## src/rtl/flash_seq_pkg.sv

```systemverilog
// flash_seq_pkg: shared types and constants for the PRG flash command sequencer.
//   fop_t        - request opcode (req_op encoding)
//   fsm_state_t  - bus-cycle phase encoding
//   seq_state_t  - sequencer control state
//   cmd_t        - one entry of the JEDEC command list
//   cmd_rom()    - command list indexed by op and step
package flash_seq_pkg;

   typedef enum logic [1:0] {
      FOP_PROGRAM      = 2'd0,
      FOP_SECTOR_ERASE = 2'd1,
      FOP_CHIP_ERASE   = 2'd2,
      FOP_RESET        = 2'd3
   } fop_t;

   typedef enum logic [2:0] {
      IDLE, W_SETUP, W_PULSE, W_HOLD, R_SETUP, R_SAMPLE, ABORT, DONE
   } fsm_state_t;

   typedef enum logic [2:0] {
      SEQ_IDLE, SEQ_CMD, SEQ_POLL, SEQ_ABORT, SEQ_DONE
   } seq_state_t;

   localparam logic [7:0] CMD_AA = 8'hAA;
   localparam logic [7:0] CMD_55 = 8'h55;
   localparam logic [7:0] CMD_A0 = 8'hA0;
   localparam logic [7:0] CMD_80 = 8'h80;
   localparam logic [7:0] CMD_30 = 8'h30;
   localparam logic [7:0] CMD_10 = 8'h10;
   localparam logic [7:0] CMD_F0 = 8'hF0;

   localparam logic [11:0] UNLOCK_A = 12'hAAA;
   localparam logic [11:0] UNLOCK_B = 12'h555;

   // use_addr/use_data select the latched request address/data instead of
   // the constant fields; last marks the final write of the list.
   typedef struct packed {
      logic        use_addr;
      logic        use_data;
      logic        last;
      logic [11:0] addr;
      logic [7:0]  data;
   } cmd_t;

   function automatic cmd_t cmd_rom(fop_t op, logic [2:0] step);
      cmd_t e;
      e = '0;
      case (op)
         FOP_PROGRAM: begin
            case (step)
               3'd0: begin e.addr = UNLOCK_A; e.data = CMD_AA; end
               3'd1: begin e.addr = UNLOCK_B; e.data = CMD_55; end
               3'd2: begin e.addr = UNLOCK_A; e.data = CMD_A0; end
               default: begin e.use_addr = 1'b1; e.use_data = 1'b1; e.last = 1'b1; end
            endcase
         end
         FOP_SECTOR_ERASE, FOP_CHIP_ERASE: begin
            case (step)
               3'd0: begin e.addr = UNLOCK_A; e.data = CMD_AA; end
               3'd1: begin e.addr = UNLOCK_B; e.data = CMD_55; end
               3'd2: begin e.addr = UNLOCK_A; e.data = CMD_80; end
               3'd3: begin e.addr = UNLOCK_A; e.data = CMD_AA; end
               3'd4: begin e.addr = UNLOCK_B; e.data = CMD_55; end
               default: begin
                  e.last = 1'b1;
                  if (op == FOP_SECTOR_ERASE) begin
                     e.use_addr = 1'b1;
                     e.data     = CMD_30;
                  end else begin
                     e.addr = UNLOCK_A;
                     e.data = CMD_10;
                  end
               end
            endcase
         end
         default: begin
            e.data = CMD_F0;
            e.last = 1'b1;
         end
      endcase
      return e;
   endfunction

endpackage

```

## src/rtl/flash_bus_cycle.sv

```systemverilog
// flash_bus_cycle: strobe timing for one flash write or read cycle.
//   m2, rst   - clock, synchronous active-high reset
//   start, rd - begin a cycle (rd=1 read, rd=0 write); may be raised in the
//               last cycle of the current one for back-to-back cycles
//   cyc_last  - current cycle is in its final phase (W_HOLD or R_SAMPLE)
//   ce_n, oe_n, we_n, dq_oe - registered flash strobes
// Write: W_SETUP (1) -> W_PULSE (WE_PULSE) -> W_HOLD (1).
// Read:  R_SETUP (1) -> R_SAMPLE (1).
module flash_bus_cycle
   import flash_seq_pkg::*;
#(
   parameter int unsigned WE_PULSE = 2
) (
   input  logic m2,
   input  logic rst,
   input  logic start,
   input  logic rd,
   output logic cyc_last,
   output logic ce_n,
   output logic oe_n,
   output logic we_n,
   output logic dq_oe
);

   fsm_state_t state, nxt;
   logic [3:0] pulse_cnt;

   assign cyc_last = (state == W_HOLD) || (state == R_SAMPLE);

   always_comb begin
      nxt = IDLE;
      case (state)
         IDLE, W_HOLD, R_SAMPLE:
            if (start) nxt = rd ? R_SETUP : W_SETUP;
         W_SETUP:  nxt = W_PULSE;
         W_PULSE:  nxt = (pulse_cnt == 4'(WE_PULSE - 1)) ? W_HOLD : W_PULSE;
         R_SETUP:  nxt = R_SAMPLE;
         default:  nxt = IDLE;
      endcase
   end

   // Strobes are decoded from the next state so they change on the same edge
   // as the phase and come straight out of flops.
   always_ff @(posedge m2) begin
      if (rst) begin
         state     <= IDLE;
         pulse_cnt <= '0;
         ce_n      <= 1'b1;
         oe_n      <= 1'b1;
         we_n      <= 1'b1;
         dq_oe     <= 1'b0;
      end else begin
         state     <= nxt;
         pulse_cnt <= (state == W_PULSE) ? pulse_cnt + 4'd1 : '0;
         ce_n      <= (nxt == IDLE);
         oe_n      <= !((nxt == R_SETUP) || (nxt == R_SAMPLE));
         we_n      <= (nxt != W_PULSE);
         dq_oe     <= (nxt == W_SETUP) || (nxt == W_PULSE) || (nxt == W_HOLD);
      end
   end

endmodule

```

## src/rtl/flash_cmd_sequencer.sv

```systemverilog
// flash_cmd_sequencer: issues JEDEC program / sector erase / chip erase /
// reset command lists to the PRG flash and runs Data# polling.
//   m2, rst                  - clock, synchronous active-high reset
//   req_valid/req_ready      - request handshake (ready only in idle)
//   req_op/req_addr/req_data - opcode, target address, program byte
//   busy, done, error        - status (done one-cycle pulse, error sticky)
//   cpu_hold                 - equals busy; top muxes flash pins here
//   flash_*                  - flash address, data and active-low strobes
// Optional macro FLASH_SEQ_TIMEOUT_EN: abort polling after POLL_TIMEOUT reads.
module flash_cmd_sequencer
   import flash_seq_pkg::*;
#(
   parameter int unsigned ADDR_W       = 27,
   parameter int unsigned WE_PULSE     = 2,
   parameter logic [19:0] POLL_TIMEOUT = 20'hFFFFF
) (
   input  logic              m2,
   input  logic              rst,
   input  logic              req_valid,
   output logic              req_ready,
   input  logic [1:0]        req_op,
   input  logic [ADDR_W-1:0] req_addr,
   input  logic [7:0]        req_data,
   output logic              busy,
   output logic              done,
   output logic              error,
   output logic              cpu_hold,
   output logic [ADDR_W-1:0] flash_addr,
   output logic [7:0]        flash_dq_out,
   output logic              flash_dq_oe,
   input  logic [7:0]        flash_dq_in,
   output logic              flash_ce_n,
   output logic              flash_oe_n,
   output logic              flash_we_n
);

   seq_state_t        ctl;
   fop_t              op_q;
   logic [ADDR_W-1:0] addr_q;
   logic [7:0]        data_q;
   logic [2:0]        step;
   logic              dq5_seen;
   cmd_t              cur_e, nxt_e, first_e;
   logic              cyc_last, bus_start, bus_rd;
   logic              poll_match, poll_abort, timeout_hit;
   logic              unused_dq;

   assign cur_e      = cmd_rom(op_q, step);
   assign nxt_e      = cmd_rom(op_q, step + 3'd1);
   assign first_e    = cmd_rom(fop_t'(req_op), 3'd0);
   assign poll_match = flash_dq_in[7] == ((op_q == FOP_PROGRAM) ? data_q[7] : 1'b1);
   assign poll_abort = dq5_seen || timeout_hit;
   assign cpu_hold   = busy;
   assign unused_dq  = ^{flash_dq_in[6], flash_dq_in[4:0]};

`ifdef FLASH_SEQ_TIMEOUT_EN
   logic [19:0] poll_cnt;

   // Counts completed poll reads; held at zero outside polling.
   always_ff @(posedge m2) begin
      if (rst || ctl != SEQ_POLL) poll_cnt <= '0;
      else if (cyc_last)          poll_cnt <= poll_cnt + 20'd1;
   end

   assign timeout_hit = ({1'b0, poll_cnt} + 21'd1) >= {1'b0, POLL_TIMEOUT};
`else
   logic [19:0] unused_poll_timeout;

   // Timeout limit has no effect in this build.
   assign unused_poll_timeout = POLL_TIMEOUT;
   assign timeout_hit         = 1'b0;
`endif

   // Start the next bus cycle in the final phase of the current one so
   // list entries and poll reads run back to back with no idle gap.
   always_comb begin
      bus_start = 1'b0;
      bus_rd    = 1'b0;
      case (ctl)
         SEQ_IDLE: bus_start = req_valid;
         SEQ_CMD:
            if (cyc_last) begin
               if (!cur_e.last) begin
                  bus_start = 1'b1;
               end else if (op_q != FOP_RESET) begin
                  bus_start = 1'b1;
                  bus_rd    = 1'b1;
               end
            end
         SEQ_POLL:
            if (cyc_last && !poll_match) begin
               bus_start = 1'b1;
               bus_rd    = !poll_abort;
            end
         default: ;
      endcase
   end

   always_ff @(posedge m2) begin
      if (rst) begin
         ctl          <= SEQ_IDLE;
         op_q         <= FOP_PROGRAM;
         addr_q       <= '0;
         data_q       <= '0;
         step         <= '0;
         dq5_seen     <= 1'b0;
         req_ready    <= 1'b1;
         busy         <= 1'b0;
         done         <= 1'b0;
         error        <= 1'b0;
         flash_addr   <= '0;
         flash_dq_out <= '0;
      end else begin
         case (ctl)
            SEQ_IDLE:
               if (req_valid) begin
                  ctl          <= SEQ_CMD;
                  op_q         <= fop_t'(req_op);
                  addr_q       <= req_addr;
                  data_q       <= req_data;
                  step         <= '0;
                  req_ready    <= 1'b0;
                  busy         <= 1'b1;
                  error        <= 1'b0;
                  flash_addr   <= ADDR_W'(first_e.addr);
                  flash_dq_out <= first_e.data;
               end
            SEQ_CMD:
               if (cyc_last) begin
                  if (!cur_e.last) begin
                     step         <= step + 3'd1;
                     flash_addr   <= nxt_e.use_addr ? addr_q : ADDR_W'(nxt_e.addr);
                     flash_dq_out <= nxt_e.use_data ? data_q : nxt_e.data;
                  end else if (op_q == FOP_RESET) begin
                     ctl  <= SEQ_DONE;
                     done <= 1'b1;
                  end else begin
                     ctl      <= SEQ_POLL;
                     dq5_seen <= 1'b0;
                  end
               end
            SEQ_POLL:
               if (cyc_last) begin
                  if (poll_match) begin
                     ctl  <= SEQ_DONE;
                     done <= 1'b1;
                  end else if (poll_abort) begin
                     ctl          <= SEQ_ABORT;
                     error        <= 1'b1;
                     flash_addr   <= '0;
                     flash_dq_out <= CMD_F0;
                  end else if (flash_dq_in[5]) begin
                     dq5_seen <= 1'b1;
                  end
               end
            SEQ_ABORT:
               if (cyc_last) begin
                  ctl  <= SEQ_DONE;
                  done <= 1'b1;
               end
            SEQ_DONE: begin
               ctl       <= SEQ_IDLE;
               done      <= 1'b0;
               busy      <= 1'b0;
               req_ready <= 1'b1;
            end
            default: ctl <= SEQ_IDLE;
         endcase
      end
   end

   flash_bus_cycle #(.WE_PULSE(WE_PULSE)) u_bus (
      .m2       (m2),
      .rst      (rst),
      .start    (bus_start),
      .rd       (bus_rd),
      .cyc_last (cyc_last),
      .ce_n     (flash_ce_n),
      .oe_n     (flash_oe_n),
      .we_n     (flash_we_n),
      .dq_oe    (flash_dq_oe)
   );

endmodule

```

## config.mk

```make
export PLATFORM = sky130hd
export DESIGN_NAME = flash_cmd_sequencer
export DESIGN_NICKNAME = d
export VERILOG_FILES = /design/src/rtl/flash_seq_pkg.sv /design/src/rtl/flash_bus_cycle.sv /design/src/rtl/flash_cmd_sequencer.sv
export SDC_FILE = /design/constraint.sdc
export NUM_CORES = 1
export LEC_CHECK = 0
export ABC_AREA = 1
export CORE_MARGIN = 5
export CORE_UTILIZATION = 51
export DETAILED_ROUTE_END_ITERATION = 12
export PLACE_DENSITY = 0.9
export SLEW_MARGIN = 10
export SYNTH_ARGS = -nofsm -noshare
export SYNTH_HDL_FRONTEND = slang
export SYNTH_SLANG_ARGS = --single-unit
```

## constraint.sdc

```tcl
create_clock -name m2 -period 2.3 [get_ports m2]
set_input_delay 0.575 -clock m2 [delete_from_list [all_inputs] [get_ports m2]]
set_output_delay 0.575 -clock m2 [all_outputs]
set_load 0.1 [all_outputs]
```

After elaboration in Yosys (flattened, before gate mapping) --
Index checks and enable logic that the tools add are counted.
Storage, ports and cells: register bits 94, bits in latches 0, RAM bits 0, memory bits (read-only) 0, input port bits 48, word-level logic and storage cells 185, memories kept 0
Operators by class: $add $sub $neg 2, $mul 0, div/mod/pow operators 0, magnitude comparators 0, equality and inequality tests 43, shift operators 0, multiplexer cells 82, bitwise operators 1, reductions and logical operators 39
Operators with widths (count):
- 27-bit 2-to-1 mux | 7
- 20-bit case mux with 3 select lines | 2
- 27-bit case mux with 3 select lines | 1
- 8-bit 2-to-1 mux | 7
- 3-bit 2-to-1 mux | 14
- 1-bit 2-to-1 mux | 32
- 3-bit by 2-bit == test with 1-bit output (second input constant) | 10
- 12-bit 2-to-1 mux | 2
- 2-bit != test (second input constant) | 12
- 12-bit case mux with 2 select lines | 1
- 3-bit case mux with 4 select lines | 2
- 8-bit case mux with 3 select lines | 1
- 3-bit == test (second input constant) | 7
- 8-bit case mux with 2 select lines | 1
- 3-bit by 1-bit == test with 1-bit output (second input constant) | 5
- 3-bit logical NOT | 5
- 1-bit case mux with 2 select lines | 7
- 7-bit AND reduction | 2
- 6-bit AND reduction | 2
- 3-bit OR reduction | 4
- 5-bit OR reduction | 2
- 2-bit nonzero test | 4
- 2-bit OR reduction | 4
- 7-bit 2-to-1 mux | 1
- other kinds (22) | 32

Logic depth before layout (Yosys ltp) --
depth after elaboration 13, gate-level depth with buffers 13, mapped depth without buffers 13

Hierarchy --
A second synthesis with hierarchy kept.
Second synthesis, totals: cell total of the unflattened synthesis 627, area total of the unflattened synthesis 4459.3 um2
By module, submodules not included:
- flash_cmd_sequencer | times used 1, cells each 567, area each 3933.8 um2, sequential area each 1661.6 um2
- flash_bus_cycle | times used 1, cells each 60, area each 525.5 um2, sequential area each 220.2 um2

Worst setup path before layout --
OpenSTA, ideal clock, no wires.
kind register to register, start reg step[0], end reg flash_addr[0], library setup time 0.132 ns, data arrival time 1.888 ns, required time 2.168 ns, path slack 0.281 ns, stages on the path, launching flop included 11, buffers on the path 0, path through dfxtp_1 > ha_1 > ha_1 > nand2_1 > nand3_1 > inv_1 > o21ai_0 > o21ai_0 > nor2_1 > nor2_1 > nor3_1
On the way: longest elaborated chain between the ends 9
Ends and longest elaborated chain:
- from (decl) | RTL line flash_cmd_sequencer.sv:41 | logic [2:0] step;
- from (signal assigned) | RTL line flash_cmd_sequencer.sv:131 | step <= step + 3'd1;
- 3-bit by 1-bit adder with 3-bit output | RTL line flash_cmd_sequencer.sv:49 | assign nxt_e = cmd_rom(op_q, step + 3'd1);
- 3-bit == test (tied with other cells)
- 2-bit OR reduction (no line) (tied with other cells)
- 20-bit case mux with 3 select lines (tied with other cells) | RTL line flash_seq_pkg.sv:58 | case (step)
- 12-bit case mux with 2 select lines or 1-bit case mux with 2 select lines (tied branches) | RTL line flash_seq_pkg.sv:48 | case (op)
- 27-bit 2-to-1 mux | RTL line flash_cmd_sequencer.sv:132 | flash_addr <= nxt_e.use_addr ? addr_q : ADDR_W'(nxt_e.addr);
- 27-bit 2-to-1 mux | RTL line flash_cmd_sequencer.sv:130 | if (!cur_e.last) begin
- 27-bit 2-to-1 mux | RTL line flash_cmd_sequencer.sv:129 | if (cyc_last) begin
- 27-bit case mux with 3 select lines | RTL line flash_cmd_sequencer.sv:114 | case (ctl)
- to (signal assigned) | RTL line flash_cmd_sequencer.sv:125 | flash_addr <= ADDR_W'(first_e.addr);
- to (signal assigned) | RTL line flash_cmd_sequencer.sv:132
- to (decl) | RTL line flash_cmd_sequencer.sv:28 | output logic [ADDR_W-1:0] flash_addr,
Several ways; a longest one is shown, not always the timed one. The select of a mux whose other input is x is not followed. A chain may end at the register's enable or synchronous reset.

Final worst setup path --
start reg step[0], end reg flash_addr[5]
Same word-level chain as after synthesis.

==> results.txt <==
CP required - 2.58 ns
Crit start category - register
DR iter-0 viols - 243
CTS sink cnt - 94
Antenna Nets Post-Route - 0
Worst setup path start - step[0]
M1 wire length - 4.442 mm
CP max stage delay - 0.34 ns
Final slew viol count - 0
CP Cell Sequence - ha_1, ha_1, nand2_1, inv_1, nor2_1, nand3_1, nand2_1, nand2_2, nor2_1, nor2_1, o21a_1
Buffers on Ports - 85
Status - completed
Pin count of the biggest net entering global routing - 76
Die H - 101.0 um
Synth Register Bits - 94
Post-DP Area - 5084 um^2
Yosys warnings - 0
Worst hold-check path type - reg2reg
Most frequent cells in the layout - 136 x nand2_1, 104 x a21oi_1, 93 x dfxtp_1
Routed WL - 10.69 mm
Die footprint - 10200 um^2
Fin crit share - 92.30%
Clk pin slew, worst setup/hold paths - 0.10 ns
Max clock buf depth - 2
Max frequency - 0.4711 GHz
Core area - 8134 um^2
Post-DP HPWL - 7.526 mm
Maximum VDD drop - 0.9259 mV
DRC Markers - 0
Post-synthesis sequential area ratio - 44.55%
Final hold violations - 0
WHS - 0.4575 ns
Post-DR wirelength/cell - 13.70 um
Type of the worst setup path - reg2reg
Worst Tran Pin Value - 0.4801 ns
Synth Area in Simple Gates - 25.41%
Synth unique cells - 30
Worst reg2reg startpoint - step[0]
Initial Util - 51.93%
DR vias/cell - 5.295
Crit path arrival time - 2.40 ns
Hold Path Origin - data_q[5]
Pwr/cell area - 1654 nW/um^2
Compound-gate portion of the synthesized area - 18.28%
Relative slew slack - 67.96%
Post-CTS sizing - 0
Crit path top cell by count - nor2_1
TritonCTS buffer count - 9
Global-route usage over all layers - 21.16%
CTS Hold Bufs - 0
Mapped Cells - 589
Skew final - 0.01860 ns
Metal2 WL - 5.313 mm
Fin Setup TNS - 0 ns
Avg Cell Area, Syn - 7.172 um^2
Commonest non-fill, non-tap cell in the layout - nand2_1
First-pass GRT wire length - 17.63 mm
Max Cap Viol - 0
Antenna Cells - 0
Final setup margin - 0.1772 ns
Largest family of logic cells by synthesized area - simple AND/OR/NAND/NOR gates
XOR/XNOR share of the synthesized area - 0.2073%
Met3 wire length - 673 um
Post-synthesis mux area share - 0%
Grt total ovfl - 0
Leak - 0.002329 uW
Clock root cell - clkbuf_8
GP Congestion - 0.9355
Netlist Area Pre-Place - 4224 um^2
Post-CTS Setup Bufs - 0
Final instance area - 5285 um^2
Vias in the first global route - 3964
Pre-CTS setup slack - 0.01793 ns
Post-Syn Nets - 649
Final Critical Period - 2.123 ns
H-tree Lvls - 3
Top layer in use - met4
CP endpoint kind - register
Die X - 101.0 um
Final net count - 730
Critical path's slowest cell - ha_1
Synth Area in Adders - 3.555%
Initial antenna violation count - 0
CP max FO - 12
Fraction of layout cells with a size suffix above 1 - 13.63%
Tot Pwr - 8739 uW
Final setup violation count - 0
Row count - 33
Clock latency on the worst-skew pair - 0.38 ns
DR vias - 4130
CTS tree - done
Syn-to-layout area delta - 25.12%
DR pass1 iterations - 7
I/O pins - 92
-- report_power, final --
group / internal, uW / leakage [uW] / switching, uW
logic: 1470 / 0.00146 / 3870
registers: 2060 / 0.000772 / 248
clock network: 427 / 0.000101 / 655
total: 3960 / 0.00233 / 4780
-- worst max-delay path, delay by kind of cell, from the launching register on --
family / cells / cell delay [ns]
AND/OR/NAND/NOR: 7 / 0.94
adder cells (fa/ha/maj): 2 / 0.56
flip-flops: 1 / 0.32
AO/OA/AOI/OAI: 1 / 0.16
buffers and inverters: 1 / 0.06
-- synth_stat cells --
cell | n | area, um^2
dfxtp_1 | 94 | 1882
nand3_2 | 2 | 20.02
nand3_4 | 1 | 17.52
o21bai_1 | 1 | 7.510
clkbuf_1 | 19 | 71.32
o21a_1 | 7 | 52.55
nand3b_1 | 2 | 15.01
a31oi_1 | 2 | 12.51
or2_2 | 1 | 6.260
nor3_1 | 24 | 120.1
ha_1 | 12 | 150.1
o21ai_0 | 27 | 135.1
a21oi_2 | 1 | 8.760
o211ai_1 | 3 | 22.52
nor2_1 | 63 | 236.5
buf_4 | 1 | 7.510
buf_6 | 3 | 33.78
xnor2_1 | 1 | 8.760
buf_2 | 6 | 30.03
inv_1 | 45 | 168.9
nand3_1 | 16 | 80.08
clkinv_1 | 1 | 3.750
nor3_2 | 1 | 10.01
nand4_1 | 5 | 31.28
inv_2 | 6 | 22.52
a21boi_0 | 1 | 7.510
o21ai_1 | 1 | 5.000
a21oi_1 | 104 | 520.5
nand2_1 | 137 | 514.2
nor2_4 | 2 | 22.52
-- layout make-up --
class                   instances  area, um^2
inverters                      52       195.2
well taps                     105       131.4
clock buffers                   9       123.9
fillers                       669        2849
repair buffers                 99       865.8
clock inverters                 7       73.82
multi-input cells             414        2012
flip-flops and latches         94        1883
-- metrics by stage --
| stage | util (%) | instances |
|---|---|---|
| 3_5_place_dp | 62.50 | 764 |
| 6_report | 64.97 | 780 |
| 4_1_cts | 64.93 | 780 |
| 5_1_grt | 64.97 | 780 |
| 2_1_floorplan | - | 589 |
| 3_3_place_gp | 62.50 | 764 |
-- state kept, by name, indices dropped and copies added, names as in the netlist, 2 cells and up --
signal,cells
flash_dq_out,8
u_bus.state,3
u_bus.pulse_cnt,4
op_q,2
flash_addr,27
ctl,3
addr_q,27
data_q,8
step,3
-- metal layers --
metal,track usage (%),vias to the layer above
li1,-,2082
met1,25.55,1884
met2,37.01,139
met3,3.875,25
met4,8.487,0
met5,0,-
-- cell families after synthesis --
| family | count (synthesis) |
|---|---|
| AOI/OAI and AO/OA | 147 |
| DFF | 94 |
| and+or+nand+nor | 254 |
| adders and majority gates | 12 |
| buffers and inverters | 81 |
| xor gates and xnor gates | 1 |
-- path summary, 6_finish.rpt --
kind,end,slack [ns],depth (start not counted)
setup reg to reg,flash_addr[5],0.18,11
hold / removal,data_q[5],0.46,2
hold reg to reg,data_q[5],0.46,2
setup / recovery,flash_addr[5],0.18,11
Note: power is estimated with default switching activity, not from simulation.
